--- config.mk ---
export PLATFORM = sky130hd
export DESIGN_NAME = board_write_ctrl
export DESIGN_NICKNAME = d
export VERILOG_FILES = /design/src/rtl/board_write_ctrl.sv
export SDC_FILE = /design/constraint.sdc
export NUM_CORES = 1
export LEC_CHECK = 0
export CAP_MARGIN = 25
export CORE_MARGIN = 4
export CORE_UTILIZATION = 47
export DETAILED_ROUTE_END_ITERATION = 8
export GPL_TIMING_DRIVEN = 0
export PLACE_DENSITY = 0.84
export SYNTH_ARGS = -nofsm -noshare
export SYNTH_HDL_FRONTEND = slang
export SYNTH_SLANG_ARGS = --single-unit
--- constraint.sdc ---
create_clock -name clk -period 2.1 [get_ports clk]
set_input_delay 0.63 -clock clk [delete_from_list [all_inputs] [get_ports clk]]
set_output_delay 0.63 -clock clk [all_outputs]
set_load 0.02 [all_outputs]
--- src/rtl/board_write_ctrl.sv ---
// Write-side controller for the Go board state RAM: clear sweep, checked placement, checked removal.
// Optional stone counters are enabled with `define BOARD_STONE_COUNT_EN.
module board_write_ctrl #(
  parameter int ADDR_W = 6,
  parameter int DEPTH  = 64
) (
  input  logic              clk,
  input  logic              rst,
  input  logic              clear_req,
  input  logic              place_valid,
  output logic              place_ready,
  input  logic [ADDR_W-1:0] place_addr,
  input  logic [1:0]        place_color,
  input  logic              remove_valid,
  output logic              remove_ready,
  input  logic [ADDR_W-1:0] remove_addr,
  output logic              done,
  output logic              err,
  output logic              busy,
  output logic              wr_en,
  output logic [ADDR_W-1:0] wr_addr,
  output logic [1:0]        wr_data,
  output logic [ADDR_W-1:0] rd_addr,
  input  logic [1:0]        rd_data
`ifdef BOARD_STONE_COUNT_EN
  ,
  output logic [ADDR_W:0]   black_count,
  output logic [ADDR_W:0]   white_count
`endif
);

  typedef enum logic [2:0] {
    CLEAR = 3'd0,
    IDLE  = 3'd1,
    CHECK = 3'd2,
    WRITE = 3'd3,
    RESP  = 3'd4
  } state_t;

  // idx is one bit wider so the sweep can mark "last cell issued" with idx == DEPTH
  localparam logic [ADDR_W:0] SWEEP_END = (ADDR_W+1)'(DEPTH);
  localparam logic [ADDR_W:0] IDX_ONE   = (ADDR_W+1)'(1);
  localparam logic [ADDR_W:0] IDX_ZERO  = (ADDR_W+1)'(0);

  state_t              state_r, state_s;
  logic [ADDR_W:0]     idx_r, idx_s;
  logic [ADDR_W-1:0]   req_addr_r, req_addr_s;
  logic                req_rm_r, req_rm_s;
  logic [1:0]          req_color_r, req_color_s;
  logic                legal_s;
  logic                wr_en_s, done_s, err_s, busy_s;
  logic [ADDR_W-1:0]   wr_addr_s, rd_addr_s;
  logic [1:0]          wr_data_s;

  // next-state, next registered outputs and the combinational ready handshake
  always_comb begin
    state_s      = state_r;
    idx_s        = idx_r;
    req_addr_s   = req_addr_r;
    req_rm_s     = req_rm_r;
    req_color_s  = req_color_r;
    legal_s      = 1'b0;
    wr_en_s      = 1'b0;
    wr_addr_s    = wr_addr;
    wr_data_s    = 2'b00;
    rd_addr_s    = rd_addr;
    done_s       = 1'b0;
    err_s        = 1'b0;
    busy_s       = 1'b1;
    place_ready  = 1'b0;
    remove_ready = 1'b0;
    case (state_r)
      CLEAR: begin
        if (idx_r == SWEEP_END) begin
          state_s = IDLE;
        end else begin
          wr_en_s   = 1'b1;
          wr_addr_s = idx_r[ADDR_W-1:0];
          idx_s     = idx_r + IDX_ONE;
        end
      end
      IDLE: begin
        remove_ready = ~clear_req;
        place_ready  = ~clear_req & ~remove_valid;
        if (remove_valid && remove_ready) begin
          req_addr_s  = remove_addr;
          req_rm_s    = 1'b1;
          req_color_s = 2'b00;
          rd_addr_s   = remove_addr;
          state_s     = CHECK;
        end else if (place_valid && place_ready) begin
          req_addr_s  = place_addr;
          req_rm_s    = 1'b0;
          req_color_s = place_color;
          rd_addr_s   = place_addr;
          state_s     = CHECK;
        end else begin
          state_s = IDLE;
        end
      end
      CHECK: begin
        if (req_rm_r) begin
          legal_s = (rd_data != 2'b00);
        end else begin
          legal_s = (rd_data == 2'b00) && ((req_color_r == 2'b01) || (req_color_r == 2'b10));
        end
        // removes latch color 00, so wr_data is the latched color in both cases
        if (legal_s) begin
          state_s   = WRITE;
          wr_en_s   = 1'b1;
          wr_addr_s = req_addr_r;
          wr_data_s = req_color_r;
        end else begin
          state_s = RESP;
          done_s  = 1'b1;
          err_s   = 1'b1;
        end
      end
      WRITE: begin
        state_s = RESP;
        done_s  = 1'b1;
      end
      RESP: begin
        state_s = IDLE;
      end
      default: begin
        state_s = CLEAR;
        idx_s   = IDX_ZERO;
      end
    endcase
    if (clear_req) begin
      state_s = CLEAR;
      idx_s   = IDX_ZERO;
      wr_en_s = 1'b0;
      done_s  = 1'b0;
      err_s   = 1'b0;
      busy_s  = 1'b1;
    end else begin
      busy_s = (state_s != IDLE);
    end
  end

  // state, request latch and registered outputs
  always_ff @(posedge clk) begin
    if (rst) begin
      state_r     <= CLEAR;
      idx_r       <= IDX_ZERO;
      req_addr_r  <= {ADDR_W{1'b0}};
      req_rm_r    <= 1'b0;
      req_color_r <= 2'b00;
      wr_en       <= 1'b0;
      wr_addr     <= {ADDR_W{1'b0}};
      wr_data     <= 2'b00;
      rd_addr     <= {ADDR_W{1'b0}};
      done        <= 1'b0;
      err         <= 1'b0;
      busy        <= 1'b1;
    end else begin
      state_r     <= state_s;
      idx_r       <= idx_s;
      req_addr_r  <= req_addr_s;
      req_rm_r    <= req_rm_s;
      req_color_r <= req_color_s;
      wr_en       <= wr_en_s;
      wr_addr     <= wr_addr_s;
      wr_data     <= wr_data_s;
      rd_addr     <= rd_addr_s;
      done        <= done_s;
      err         <= err_s;
      busy        <= busy_s;
    end
  end

`ifdef BOARD_STONE_COUNT_EN
  logic [1:0] old_r;

  // stone counters, updated on the WRITE cycle and saturating at 0 and DEPTH
  always_ff @(posedge clk) begin
    if (rst) begin
      old_r       <= 2'b00;
      black_count <= IDX_ZERO;
      white_count <= IDX_ZERO;
    end else if (clear_req) begin
      old_r       <= 2'b00;
      black_count <= IDX_ZERO;
      white_count <= IDX_ZERO;
    end else begin
      if (state_r == CHECK) begin
        old_r <= rd_data;
      end
      if (state_r == WRITE) begin
        if (!req_rm_r) begin
          if ((req_color_r == 2'b01) && (black_count < SWEEP_END)) begin
            black_count <= black_count + IDX_ONE;
          end else if ((req_color_r == 2'b10) && (white_count < SWEEP_END)) begin
            white_count <= white_count + IDX_ONE;
          end
        end else begin
          if ((old_r == 2'b01) && (black_count != IDX_ZERO)) begin
            black_count <= black_count - IDX_ONE;
          end else if ((old_r == 2'b10) && (white_count != IDX_ZERO)) begin
            white_count <= white_count - IDX_ONE;
          end
        end
      end
    end
  end
`endif

endmodule
==> qor.txt <==
# IOs: 41
CP Launch Type: input port
Worst-path clk slew: 0.10 ns
DR DRC count: 0
Leading area contributor after synthesis: dfxtp_1
Outcome: completed
Vias: 1379
CP cell instances: clkdlybuf4s50_1 > nor2b_2 > buf_4
Initial DRC Count: 79
CP endpoint kind: output pin
Dpl hpwl: 2780 microns
Peak Freq: 494 MHz
Min Tclk post-route: 2.03 ns
Synth top cells by count: dfxtp_1 (31), nor2_1 (21), mux2i_1 (12)
Unrepaired setup endpoints after global routing: false
Sink Count: 31
Req. time, crit path: 1.47 ns
Cell row count: 20
Most numerous cell in the Yosys netlist: dfxtp_1
Register area share after synthesis: 41.2%
Post-Syn Instances: 162
Core Footprint: 3050 sq um
Clk buf depth: 2
Min-Delay Path Class: register to register
Placer Congestion: 0.847
Final period util: 96.5%
Overall Power: 1.18 mW
Fillers: 241
Largest net degree at the start of global routing: 11
Syn Area/Cell: 9.31 sq um
Vias/cell: 5.43
Synth warn: 0
Multi-input gate area: 843 sq um
Pwr Density: 573 nW/um^2
Vias in the first global route: 1384
Worst VDD drop: 0.414 mV
Slowest cell on crit path: clkdlybuf4s50_1
Final setup fails: 0
Synth top area cells: dfxtp_1 (41%), mux2i_1 (8.0%), nor2_1 (5.2%), mux2_2 (4.5%), a211oi_1 (3.5%)
Post-DRT Antenna Nets: 0
Htree depth: 2
Total clock buffers created by CTS: 5
Nets: 232
Synth Cell Area: 1510 sq um
Placed cell count: 246
Synth top area share: 41.2%
Die footprint: 4180 sq um
CTS Hold Bufs: 0
Layout Cells excl Fill: 254
Initial antenna violation count: 0
Rel. slew slack: 59.4%
#FFs+latches synth: 31
Max-cap viol count: 0
Root Driver: clkbuf_4
First-pass iteration count of the detailed router: 4
Wire length of the first global-routing pass: 6220 microns
CTS tree: yes
Asr flop ratio synth: 0%
Die height: 64.6 microns
Ys flop type: dfxtp_1
Wire per inst: 14.3 microns
Register Area: 623 sq um
CP max stage delay: 0.56 ns
Lkg Pwr: 0.740 nW
Bufs and invs on worst path: 2
Synth unique cells: 45
Layout Area Growth over Synthesis: 36.3%
Fin Clk Skew: 0.00976 ns
Arrival @ worst endpoint: 1.40 ns
WL final: 3630 microns
Crit-path max FO: 5
Slew Limit Fails: 0
Initial Util: 49.4%
Number of diodes: 0
Number of synthesized flops with an enable pin: 0
Die width: 64.6 microns
Buffers on Ports: 40
Gr ovfl total: 0
Layout cells sized above 1: 15.7%
Final hold violations: 0
Slew at the pin closest to its max-slew limit: 0.607 ns
Total Routing Usage GR: 19.2%
Worst-Skew Late Latency: 0.34 ns
Post-Syn Nets: 185
CP Class: input port to output pin
Top delay family on crit path: buffers and inverters
==> cells by family (layout without fill, tap and decap cells) <==
logic type / count (synthesis) / in the layout / share of synthesized area (%)
flops: 31 / 31 / 41.2
xor+xnor: 3 / 3 / 1.74
fa+ha+maj: 2 / 2 / 1.66
simple gates: 66 / 66 / 25.7
compound gates: 31 / 31 / 14.0
mux: 18 / 18 / 12.4
buf+inv: 11 / 59 / 3.24
==> metrics by stage <==
| step | hold WS, ns | worst slack [ns] | utilization (%) | area [sq um] | TNS [ns] |
|---|---|---|---|---|---|
| floorplan | 0.453 | 0.00238 | - | 1510 | 0 |
| global placement | 0.464 | -0.832 | 64.3 | 1960 | -4.86 |
| detailed placement | 0.485 | -0.873 | 64.3 | 1960 | -5.89 |
| CTS | 0.499 | 0.0480 | 67.2 | 2050 | 0 |
| global route | 0.529 | 0.00789 | 67.3 | 2060 | 0 |
| finish | 0.499 | 0.0743 | 67.3 | 2060 | 0 |
==> flip-flops by register name (all words and copies together), names as in the netlist, 2 cells and up <==
name / flops
idx_r: 7
req_addr_r: 6
req_color_r: 2
state_r: 3
wr_addr: 6
wr_data: 2
==> cells in the final DEF (no fill, tap or decap), types with 2 or more instances in the layout <==
| cell type | instances |
|---|---|
| clkdlybuf4s50_1 | 37 |
| dfxtp_1 | 29 |
| nor2_1 | 20 |
| mux2i_1 | 12 |
| nand2_1 | 9 |
| o21ai_0 | 8 |
| nor2b_1 | 7 |
| a211oi_1 | 7 |
| mux2_2 | 6 |
| a21oi_1 | 6 |
| clkbuf_4 | 5 |
| buf_4 | 4 |
| nor3b_1 | 4 |
| inv_1 | 3 |
| clkbuf_1 | 3 |
| nand3_1 | 3 |
| buf_2 | 2 |
| xnor2_1 | 2 |
| or3_1 | 2 |
| nand2b_1 | 2 |
| and4_1 | 2 |
| nor4_1 | 2 |
| a22oi_1 | 2 |
| ha_1 | 2 |
| dfxtp_2 | 2 |
==> report_power, final <==
part / switching [mW] / internal [mW] / total, mW
clock: 0.213 / 0.281 / 0.494
combinational: 0.0377 / 0.0510 / 0.0887
sequential: 0.00338 / 0.591 / 0.595
==> layout make-up <==
type                    instances  area share, %
inverters                       3          0.548
well taps                      44           2.68
clock inverters                 2           1.70
multi-input cells             120           41.0
plain buffers                   7           1.70
repair buffers                 41           19.5
flip-flops and latches         31           30.3
clock buffers                   6           2.50
==> worst reg2reg max path: stages (launching register included) <==
cell     delay (ns)
dfxtp_1        0.32
buf_4          0.15
nor2_1         0.49
o21ai_0        0.36
or3_1          0.45
==> worst paths after layout <==
path                   from             end  slack (ns)  depth (start not counted)
max            remove_valid     place_ready        0.07                          3
min          req_color_r[1]  req_color_r[1]        0.50                          2
max reg2reg      state_r[0]            busy        0.22                          4
min reg2reg  req_color_r[1]  req_color_r[1]        0.50                          2
==> what timing repair did <==
item,in CTS,in global routing
pin swaps,1,1
gates resized for setup,12,6
setup endpoints to repair,2,2
buffers inserted,1,0
endpoints found under the hold margin,0,0
==> routing by layer <==
layer | share of wire, % | vias up | global-route usage, %
met2 | 51 | 46 | 34.3
met5 | 0 | - | 0
met3 | 5.9 | 6 | 6.07
li1 | - | 686 | -
met1 | 42 | 641 | 21.9
met4 | 1.3 | 0 | 5.28
(Power assumes the default switching activity.)
